$ cat src/rtl/pump_scheduler_pkg.sv
// Shared types and helpers for the pump scheduler: FSM state encoding,
// millisecond tick sizing and the round-robin requester pick.
package pump_sched_pkg;

  typedef enum logic [2:0] {
    IDLE  = 3'd0,
    OPEN  = 3'd1,
    RUN   = 3'd2,
    CLOSE = 3'd3,
    REST  = 3'd4,
    FAULT = 3'd5
  } state_t;

  localparam int MAX_REQ = 8;

  function automatic int ms_to_cyc(input int clk_hz);
    int c;
    c = clk_hz / 1000;
    if (c < 1) c = 1;
    return c;
  endfunction

  // One-hot of the first eligible bit at or after ptr, wrapping at n.
  function automatic logic [MAX_REQ-1:0] rr_pick(input logic [MAX_REQ-1:0] elig,
                                                 input logic [2:0]         ptr,
                                                 input int                 n);
    logic [MAX_REQ-1:0] oh;
    logic [2:0]         idx;
    logic               found;
    oh    = '0;
    found = 1'b0;
    for (int k = 0; k < MAX_REQ; k++) begin
      if (k < n) begin
        idx = 3'((int'(ptr) + k) % n);
        if (!found && elig[idx]) begin
          oh[idx] = 1'b1;
          found   = 1'b1;
        end
      end
    end
    return oh;
  endfunction

  function automatic logic [2:0] oh_to_idx(input logic [MAX_REQ-1:0] oh);
    logic [2:0] idx;
    idx = '0;
    for (int k = 0; k < MAX_REQ; k++) begin
      if (oh[k]) idx = 3'(k);
    end
    return idx;
  endfunction

endpackage

$ cat src/rtl/pump_scheduler_if.sv
// Bundle between the cistern controllers (master) and the pump scheduler (slave).
interface pump_scheduler_if #(
  parameter int N_REQ = 4
);
  import pump_sched_pkg::*;

  // req is a level, not a handshake: a requester holds it high for as long as
  // it wants water; the scheduler grants by raising that requester's valve bit.
  logic [N_REQ-1:0] req;
  logic [N_REQ-1:0] req_fault;
  logic             clr_fault;
  logic [N_REQ-1:0] valve_open;
  logic             pump_on;
  logic             busy;
  logic [2:0]       served_idx;
  logic             sched_fault;
  state_t           state_dbg;

  modport master (
    output req, req_fault, clr_fault,
    input  valve_open, pump_on, busy, served_idx, sched_fault, state_dbg
  );

  modport slave (
    input  req, req_fault, clr_fault,
    output valve_open, pump_on, busy, served_idx, sched_fault, state_dbg
  );

endinterface

$ cat src/rtl/pump_scheduler_ms_timer.sv
// Millisecond prescaler plus saturating ms counter, cleared by restart.
module ms_timer #(
  parameter int TICK_CYC = 1,
  parameter int CNT_W    = 16
) (
  input  logic             clk,
  input  logic             rst_n,
  input  logic             restart,
  output logic [CNT_W-1:0] ms_count,
  output logic             tick
);

  localparam int PW = (TICK_CYC > 1) ? $clog2(TICK_CYC) : 1;

  logic [PW-1:0]    presc_q, presc_d;
  logic [CNT_W-1:0] ms_q, ms_d;

  assign tick     = (presc_q == PW'(TICK_CYC - 1));
  assign ms_count = ms_q;

  always_comb begin
    presc_d = presc_q;
    ms_d    = ms_q;
    if (restart) begin
      presc_d = '0;
      ms_d    = '0;
    end else if (tick) begin
      presc_d = '0;
      if (ms_q != '1) ms_d = ms_q + 1'b1;
    end else begin
      presc_d = presc_q + 1'b1;
    end
  end

  always_ff @(posedge clk or negedge rst_n) begin
    if (!rst_n) begin
      presc_q <= '0;
      ms_q    <= '0;
    end else begin
      presc_q <= presc_d;
      ms_q    <= ms_d;
    end
  end

endmodule

$ cat src/rtl/pump_scheduler.sv
// Round-robin sharing of one pump among N_REQ cisterns with valve settle,
// min-run and min-rest timing. PUMP_SCHED_MAXRUN_EN adds a run watchdog.
module pump_scheduler
  import pump_sched_pkg::*;
#(
  parameter int CLK_HZ          = 25_000_000,
  parameter int N_REQ           = 4,
  parameter int VALVE_SETTLE_MS = 200,
  parameter int MIN_RUN_MS      = 2000,
  parameter int MIN_REST_MS     = 5000,
  parameter int MAX_RUN_MS      = 60000
) (
  input  logic              clk,
  input  logic              rst_n,
  pump_scheduler_if.slave   bus
);

  localparam int TICK_CYC = ms_to_cyc(CLK_HZ);
  localparam int MAX_A    = (MIN_RUN_MS > MAX_RUN_MS) ? MIN_RUN_MS : MAX_RUN_MS;
  localparam int MAX_B    = (VALVE_SETTLE_MS > MIN_REST_MS) ? VALVE_SETTLE_MS : MIN_REST_MS;
  localparam int MAX_MS   = (MAX_A > MAX_B) ? MAX_A : MAX_B;
  localparam int CNT_W    = $clog2(MAX_MS + 1);

  localparam logic [CNT_W:0] SETTLE_T = (CNT_W+1)'(VALVE_SETTLE_MS);
  localparam logic [CNT_W:0] MINRUN_T = (CNT_W+1)'(MIN_RUN_MS);
  localparam logic [CNT_W:0] REST_T   = (CNT_W+1)'(MIN_REST_MS);

  state_t           state_q, state_d;
  logic [2:0]       idx_q, idx_d;
  logic [2:0]       rr_ptr_q, rr_ptr_d;
  logic [N_REQ-1:0] valve_q, valve_d;
  logic             pump_q, pump_d;
  logic             busy_q, busy_d;
  logic             fault_q, fault_d;

  logic [CNT_W-1:0] ms_count;
  logic             tick;
  logic [CNT_W:0]   elapsed;
  logic [N_REQ-1:0] eligible;
  logic [2:0]       pick_idx;
  logic [2:0]       next_ptr;
  logic             cur_req, cur_fault;

  ms_timer #(.TICK_CYC(TICK_CYC), .CNT_W(CNT_W)) u_timer (
    .clk      (clk),
    .rst_n    (rst_n),
    .restart  (state_d != state_q),
    .ms_count (ms_count),
    .tick     (tick)
  );

  // Milliseconds completed once this cycle ends; leaving when it reaches K
  // makes a K ms state last exactly K ticks from its entry cycle.
  assign elapsed  = {1'b0, ms_count} + {{CNT_W{1'b0}}, tick};
  assign eligible = bus.req & ~bus.req_fault;
  assign pick_idx = oh_to_idx(rr_pick(MAX_REQ'(eligible), rr_ptr_q, N_REQ));
  assign next_ptr = (idx_q == 3'(N_REQ - 1)) ? 3'd0 : idx_q + 3'd1;
  // valve_q is the one-hot of idx_q whenever a requester is being served.
  assign cur_req   = |(bus.req & valve_q);
  assign cur_fault = |(bus.req_fault & valve_q);

  always_comb begin
    state_d  = state_q;
    idx_d    = idx_q;
    rr_ptr_d = rr_ptr_q;
    case (state_q)
      IDLE: begin
        if (|eligible) begin
          state_d = OPEN;
          idx_d   = pick_idx;
        end
      end
      OPEN: begin
        if (cur_fault)               state_d = CLOSE;
        else if (elapsed >= SETTLE_T) state_d = RUN;
      end
      RUN: begin
        if (cur_fault) state_d = CLOSE;
`ifdef PUMP_SCHED_MAXRUN_EN
        else if (elapsed >= (CNT_W+1)'(MAX_RUN_MS)) state_d = FAULT;
`endif
        else if (!cur_req && elapsed >= MINRUN_T) state_d = CLOSE;
      end
      CLOSE: begin
        if (elapsed >= SETTLE_T) begin
          state_d  = REST;
          rr_ptr_d = next_ptr;
        end
      end
      REST: begin
        if (elapsed >= REST_T) state_d = IDLE;
      end
      FAULT: begin
        if (bus.clr_fault) begin
          state_d  = REST;
          rr_ptr_d = next_ptr;
        end
      end
      default: state_d = IDLE;
    endcase
  end

  always_comb begin
    valve_d = '0;
    if (state_d == OPEN || state_d == RUN || state_d == CLOSE)
      valve_d = N_REQ'(1) << idx_d;
    pump_d  = (state_d == RUN);
    busy_d  = (state_d != IDLE);
    fault_d = (state_d == FAULT);
  end

  always_ff @(posedge clk or negedge rst_n) begin
    if (!rst_n) begin
      state_q  <= IDLE;
      idx_q    <= '0;
      rr_ptr_q <= '0;
      valve_q  <= '0;
      pump_q   <= 1'b0;
      busy_q   <= 1'b0;
      fault_q  <= 1'b0;
    end else begin
      state_q  <= state_d;
      idx_q    <= idx_d;
      rr_ptr_q <= rr_ptr_d;
      valve_q  <= valve_d;
      pump_q   <= pump_d;
      busy_q   <= busy_d;
      fault_q  <= fault_d;
    end
  end

  assign bus.valve_open = valve_q;
  assign bus.pump_on    = pump_q;
  assign bus.busy       = busy_q;
  assign bus.served_idx = idx_q;
  assign bus.state_dbg  = state_q;
`ifdef PUMP_SCHED_MAXRUN_EN
  assign bus.sched_fault = fault_q;
`else
  assign bus.sched_fault = 1'b0;
`endif

endmodule

$ cat src/flat_wrapper.sv
// flat-port wrapper written by rule: the top's interface ports become plain ports
module pump_scheduler_flat import pump_sched_pkg::*;
#(
  parameter int CLK_HZ          = 25_000_000,
  parameter int N_REQ           = 4,
  parameter int VALVE_SETTLE_MS = 200,
  parameter int MIN_RUN_MS      = 2000,
  parameter int MIN_REST_MS     = 5000,
  parameter int MAX_RUN_MS      = 60000
)
  (clk, rst_n, bus_req, bus_req_fault, bus_clr_fault, bus_valve_open, bus_pump_on, bus_busy, bus_served_idx, bus_sched_fault, bus_state_dbg);
  pump_scheduler_if #(.N_REQ(N_REQ)) bus_i ();
  input  logic clk;
  input  logic rst_n;
  input wire logic [$bits(bus_i.req)-1:0] bus_req;
  input wire logic [$bits(bus_i.req_fault)-1:0] bus_req_fault;
  input wire logic [$bits(bus_i.clr_fault)-1:0] bus_clr_fault;
  output wire logic [$bits(bus_i.valve_open)-1:0] bus_valve_open;
  output wire logic [$bits(bus_i.pump_on)-1:0] bus_pump_on;
  output wire logic [$bits(bus_i.busy)-1:0] bus_busy;
  output wire logic [$bits(bus_i.served_idx)-1:0] bus_served_idx;
  output wire logic [$bits(bus_i.sched_fault)-1:0] bus_sched_fault;
  output wire logic [$bits(bus_i.state_dbg)-1:0] bus_state_dbg;
  assign bus_i.req = bus_req;
  assign bus_i.req_fault = bus_req_fault;
  assign bus_i.clr_fault = bus_clr_fault;
  assign bus_valve_open = bus_i.valve_open;
  assign bus_pump_on = bus_i.pump_on;
  assign bus_busy = bus_i.busy;
  assign bus_served_idx = bus_i.served_idx;
  assign bus_sched_fault = bus_i.sched_fault;
  assign bus_state_dbg = bus_i.state_dbg;
  pump_scheduler #(.CLK_HZ(CLK_HZ), .N_REQ(N_REQ), .VALVE_SETTLE_MS(VALVE_SETTLE_MS), .MIN_RUN_MS(MIN_RUN_MS), .MIN_REST_MS(MIN_REST_MS), .MAX_RUN_MS(MAX_RUN_MS)) u_core (.clk(clk), .rst_n(rst_n), .bus(bus_i));
endmodule
$ cat config.mk
export PLATFORM = sky130hd
export DESIGN_NAME = pump_scheduler_flat
export DESIGN_NICKNAME = d
export VERILOG_FILES = /design/src/rtl/pump_scheduler_pkg.sv /design/src/rtl/pump_scheduler_if.sv /design/src/rtl/pump_scheduler_ms_timer.sv /design/src/rtl/pump_scheduler.sv /design/src/flat_wrapper.sv
export SDC_FILE = /design/constraint.sdc
export NUM_CORES = 1
export LEC_CHECK = 0
export ABC_AREA = 1
export CORE_MARGIN = 2
export CORE_UTILIZATION = 55
export DETAILED_ROUTE_END_ITERATION = 12
export PLACE_DENSITY = 0.72
export SLEW_MARGIN = 0
export SYNTH_ARGS = -nofsm -noshare
export SYNTH_HDL_FRONTEND = slang
export SYNTH_SLANG_ARGS = --single-unit
$ cat constraint.sdc
create_clock -name clk -period 9.69 [get_ports clk]
set_clock_uncertainty 0.1 [all_clocks]
set_input_delay 0.969 -clock clk [delete_from_list [all_inputs] [get_ports clk]]
set_output_delay 0.969 -clock clk [all_outputs]
set_load 0.005 [all_outputs]
==> results_tabular.tex <==
\begin{tabular}{lr}
\hline
Metric & Value \\
\hline
\multicolumn{2}{l}{\textbf{Routing}} \\
Drc violations & 0 \\
Count of routing violations after the opening detailed-route iteration & 151 \\
Count of vias placed by the detailed router & 3066 \\
Sum of routed wire length over all layers & 6970 µm \\
TritonRoute pass-1 iters & 5 \\
Average via count per standard cell & 5.25 \\
Post-route antenna net violation count & 0 \\
Detail-routed net length per standard cell & 11.9 µm \\
\multicolumn{2}{l}{\textbf{Setup path}} \\
Critical path launch point type & register \\
Endpoint kind of the worst setup timing path & register \\
Critical path class & reg2reg \\
R2r worst-path depth & 21 \\
End of the worst register-to-register path & u\_core.u\_timer.presc\_q[12] \\
Biggest fanout along the worst timing path & 31 \\
Launch instance of the worst register-to-register path & u\_core.u\_timer.presc\_q[0] \\
Worst Path Required & 9.80 ns \\
Endpoint arrival time on the critical path & 3.89 ns \\
Register-to-register path setup slack & 5.90 ns \\
\multicolumn{2}{l}{\textbf{Floorplan}} \\
Floorplan row count & 28 \\
Die boundary width & 82.1 µm \\
Initial Utilization & 0.566 \\
I/O pin cnt & 24 \\
Core Area & 0.00592 mm² \\
Vertical die dimension & 82.1 µm \\
Die ar. & 0.00674 mm² \\
\multicolumn{2}{l}{\textbf{Cells and area}} \\
Synthesis-to-finish area growth & 11.0\% \\
Antenna diode count & 0 \\
Total Nets Final & 530 \\
Share of final-layout standard cells stronger than drive strength 1 & 0.116 \\
Final-layout fill cell count & 576 \\
\multicolumn{2}{l}{\textbf{Logic synthesis}} \\
Proportion of netlist area held by the largest area contributor & 0.336 \\
Area contributors post-synth & sky130\_fd\_sc\_hd\_\_dfrtp\_1, sky130\_fd\_sc\_hd\_\_nand2\_1, sky130\_fd\_sc\_hd\_\_inv\_1 \\
Synth Net Count & 505 \\
Flops \& latches, synth & 45 \\
Number of different library cells in the post-synthesis netlist & 32 \\
Post-Syn Instances & 483 \\
Cell taking the most area after synthesis & sky130\_fd\_sc\_hd\_\_dfrtp\_1 \\
Post-synthesis area per instance & 6.94 µm² \\
Fraction of the yosys area taken by sequential cells & 0.336 \\
Combined area of all synthesized cells & 0.00335 mm² \\
Number of warnings printed during yosys synthesis & 0 \\
\multicolumn{2}{l}{\textbf{Power}} \\
Worst ir drop on vdd & 197 µV \\
Static leakage & 1.69 nW \\
Clock network fraction of design power & 0.203 \\
Proportion of power drawn by combinational gates & 0.431 \\
Pwr dens & 168 mW/mm² \\
Share of total power in sequential cells & 0.366 \\
Net switching power figure & 0.000263 W \\
Internal cell power & 0.000363 W \\
Net Sw Frac & 0.420 \\
\multicolumn{2}{l}{\textbf{Worst hold path}} \\
Worst Hold Path EP & u\_core.bus.served\_idx[2] \\
Instance count along the most critical hold path & 2 \\
Hold path start & u\_core.bus.served\_idx[2] \\
HP Class & reg2reg \\
\multicolumn{2}{l}{\textbf{Place}} \\
Half-perimeter wire length after detailed placement & 5400 µm \\
Setup WS pre-CTS & 5.90 ns \\
RD Place Congestion & 0.899 \\
Port buffer count & 22 \\
\multicolumn{2}{l}{\textbf{Clocking}} \\
Cts bufs inserted & 5 \\
Post\_cts resized & 0 \\
Number of buffers added to fix hold violations after cts & 0 \\
Clock tree from TritonCTS & done \\
Latest clock arrival within the worst-skew pair & 0.29 ns \\
Depth of the CTS H-tree & 2 \\
Clock-pin slew reported for the worst setup and hold paths after clock tree synthesis & 0.08 ns \\
Cell at the root of the clock tree & sky130\_fd\_sc\_hd\_\_clkbuf\_8 \\
Clk sinks & 45 \\
Post-CTS setup buffer count & 0 \\
Clock tree buffer depth & 2 \\
\multicolumn{2}{l}{\textbf{Timing}} \\
Normalized max-slew margin & 0.340 \\
Final hold violation count & 0 \\
Worst Tran Pin Value & 0.990 ns \\
Final worst setup slack & 5.90 ns \\
Period minus WS final & 3.79 ns \\
Number of setup violations in the final report & 0 \\
Top achievable clock speed & 264 MHz \\
Worst hold margin & 0.460 ns \\
Max-slew violation total from the final report & 0 \\
Fin Setup TNS & 0 ns \\
Ratio of final minimum period to clock period & 0.391 \\
Setup repair after global routing missed its margin & no \\
\multicolumn{2}{l}{\textbf{Status}} \\
Result of the run & finished clean \\
\multicolumn{2}{l}{\textbf{GRT}} \\
Overall fraction of global-route tracks in use & 0.227 \\
GR Overflow Total & 0 \\
Number of global-route vias before repair & 2800 \\
First-pass GRT wire length & 12000 µm \\
Maximum number of pins on one net before global-route repair & 46 \\
Antenna violations before repair & 0 \\
\multicolumn{2}{l}{\textbf{Flow run}} \\
Max-cap check violation count & 0 \\
\hline
\end{tabular}
==> cells in the final DEF, fill, tap and decap left out, drive strengths merged, types with 2 or more instances in the layout <==
master and count:
nand4 15, clkbuf 7, dfrtp 45, a21oi 5, nand3b 2, nor3 10
xnor2 2, inv 76, nand2 118, nand3 50, ha 11, nor4 3
o21ai 19, xor2 20, nor2 95, clkdlybuf4s50 21
==> layer usage <==
metal  vias up  share of wire  track usage
li1       1566              -            -
met1      1427           0.49        0.299
met2        62           0.47        0.375
met3        11          0.032       0.0429
met4         0          0.011       0.0733
met5         -              0            0
==> state kept, by name (all words and copies together) (netlist names) <==
signal,flops
u_core.bus.valve_open,4
u_core.u_timer.presc_q,15
u_core.u_timer.ms_count,16
u_core.bus.pump_on,1
u_core.bus.served_idx,3
u_core.rr_ptr_q,2
u_core.bus.state_dbg,3
u_core.bus.busy,1
==> area by class of cell <==
class	count	area, µm²	share of cell area
flip-flops and latches	45	1130	0.303
repair buffers	22	215	0.0578
inverters	76	285	0.0766
clock inverters	1	5.00	0.00134
multi-input cells	358	1900	0.511
well taps	75	93.8	0.0252
clock buffers	7	96.3	0.0259
==> cells by family after synthesis <==
family,after synthesis,synth area share
xor gates and xnor gates,22,0.0575
buffers and inverters,80,0.0974
other,1,0.00112
DFF,45,0.336
adders and majority gates,11,0.0410
and+or+nand+nor,296,0.420
muxes,1,0.00299
AOI/OAI and AO/OA,27,0.0444
==> critical path, stage by stage, from the launching register on <==
cell	delay [ns]
sky130_fd_sc_hd__dfrtp_1	0.37
sky130_fd_sc_hd__ha_1	0.17
sky130_fd_sc_hd__nand2_1	0.09
sky130_fd_sc_hd__inv_1	0.10
sky130_fd_sc_hd__nand4_1	0.09
sky130_fd_sc_hd__nor3_1	0.28
sky130_fd_sc_hd__ha_1	0.27
sky130_fd_sc_hd__ha_1	0.18
sky130_fd_sc_hd__nand3_2	0.15
sky130_fd_sc_hd__inv_1	0.14
sky130_fd_sc_hd__nand3_1	0.08
sky130_fd_sc_hd__nand2_1	0.06
sky130_fd_sc_hd__nand2_1	0.08
sky130_fd_sc_hd__nor2_1	0.15
sky130_fd_sc_hd__nand3_1	0.13
sky130_fd_sc_hd__nor2_4	0.17
sky130_fd_sc_hd__nand2_1	0.08
sky130_fd_sc_hd__nand2_1	0.09
sky130_fd_sc_hd__a21oi_1	0.08
sky130_fd_sc_hd__nor2_2	0.14
sky130_fd_sc_hd__nand3_4	0.43
sky130_fd_sc_hd__nor2_2	0.24
==> stage by stage <==
stage                     std cells  power (W)   util  cell area [µm²]
after CTS                       584   0.000631  0.629             3720
after global placement          576   0.000498  0.612             3620
final                           584   0.000625  0.629             3720
after floorplan                 483   0.000447      -             3350
after global routing            584   0.000675  0.629             3720
after detailed placement        576   0.000503  0.612             3620
==> Yosys cell counts <==
cell type                  count
sky130_fd_sc_hd__xnor2_1       2
sky130_fd_sc_hd__nand4_1      15
sky130_fd_sc_hd__buf_4         1
sky130_fd_sc_hd__nor2_2       33
sky130_fd_sc_hd__nor3_1       10
sky130_fd_sc_hd__nand3_2       4
sky130_fd_sc_hd__nor4_1        3
sky130_fd_sc_hd__nand3_1      45
sky130_fd_sc_hd__nor2_1       57
sky130_fd_sc_hd__o21ai_0      17
sky130_fd_sc_hd__a21oi_1       5
sky130_fd_sc_hd__nor2_4        5
sky130_fd_sc_hd__and3_1        1
sky130_fd_sc_hd__nand2_1     115
sky130_fd_sc_hd__nand3b_1      2
sky130_fd_sc_hd__a221oi_1      1
sky130_fd_sc_hd__mux2i_1       1
sky130_fd_sc_hd__dfrtp_1      45
sky130_fd_sc_hd__o21ai_1       1
sky130_fd_sc_hd__ha_1         11
sky130_fd_sc_hd__buf_6         3
sky130_fd_sc_hd__inv_1        74
sky130_fd_sc_hd__conb_1        1
sky130_fd_sc_hd__or2_2         1
sky130_fd_sc_hd__inv_2         2
sky130_fd_sc_hd__nand2_2       3
sky130_fd_sc_hd__o21bai_1      1
sky130_fd_sc_hd__a22o_1        1
sky130_fd_sc_hd__nor3b_1       1
sky130_fd_sc_hd__xor2_1       20
sky130_fd_sc_hd__o21ai_2       1
sky130_fd_sc_hd__nand3_4       1
==> power by group through the flow <==
stage	clock network (W)	logic [W]	registers (W)
floorplan	0	0.000217	0.000231
global placement	0	0.000266	0.000232
detailed placement	0	0.000271	0.000233
CTS	0.000130	0.000272	0.000229
global route	0.000139	0.000303	0.000233
finish	0.000127	0.000270	0.000229
==> worst max-delay path by stage <==
stage | slack [ns] | cells after the start | end | startpoint
2_1_floorplan | 6.65 | 23 | u_core.u_timer.ms_count[3] | u_core.u_timer.presc_q[0]
3_3_place_gp | 6.12 | 20 | u_core.u_timer.ms_count[0] | u_core.u_timer.presc_q[0]
3_5_place_dp | 5.90 | 21 | u_core.u_timer.presc_q[12] | u_core.u_timer.presc_q[0]
4_1_cts | 5.86 | 21 | u_core.u_timer.presc_q[12] | u_core.u_timer.presc_q[0]
5_1_grt | 5.53 | 21 | u_core.u_timer.presc_q[12] | u_core.u_timer.presc_q[0]
6_report | 5.90 | 21 | u_core.u_timer.presc_q[12] | u_core.u_timer.presc_q[0]
Note: power is estimated with default switching activity, not from simulation.
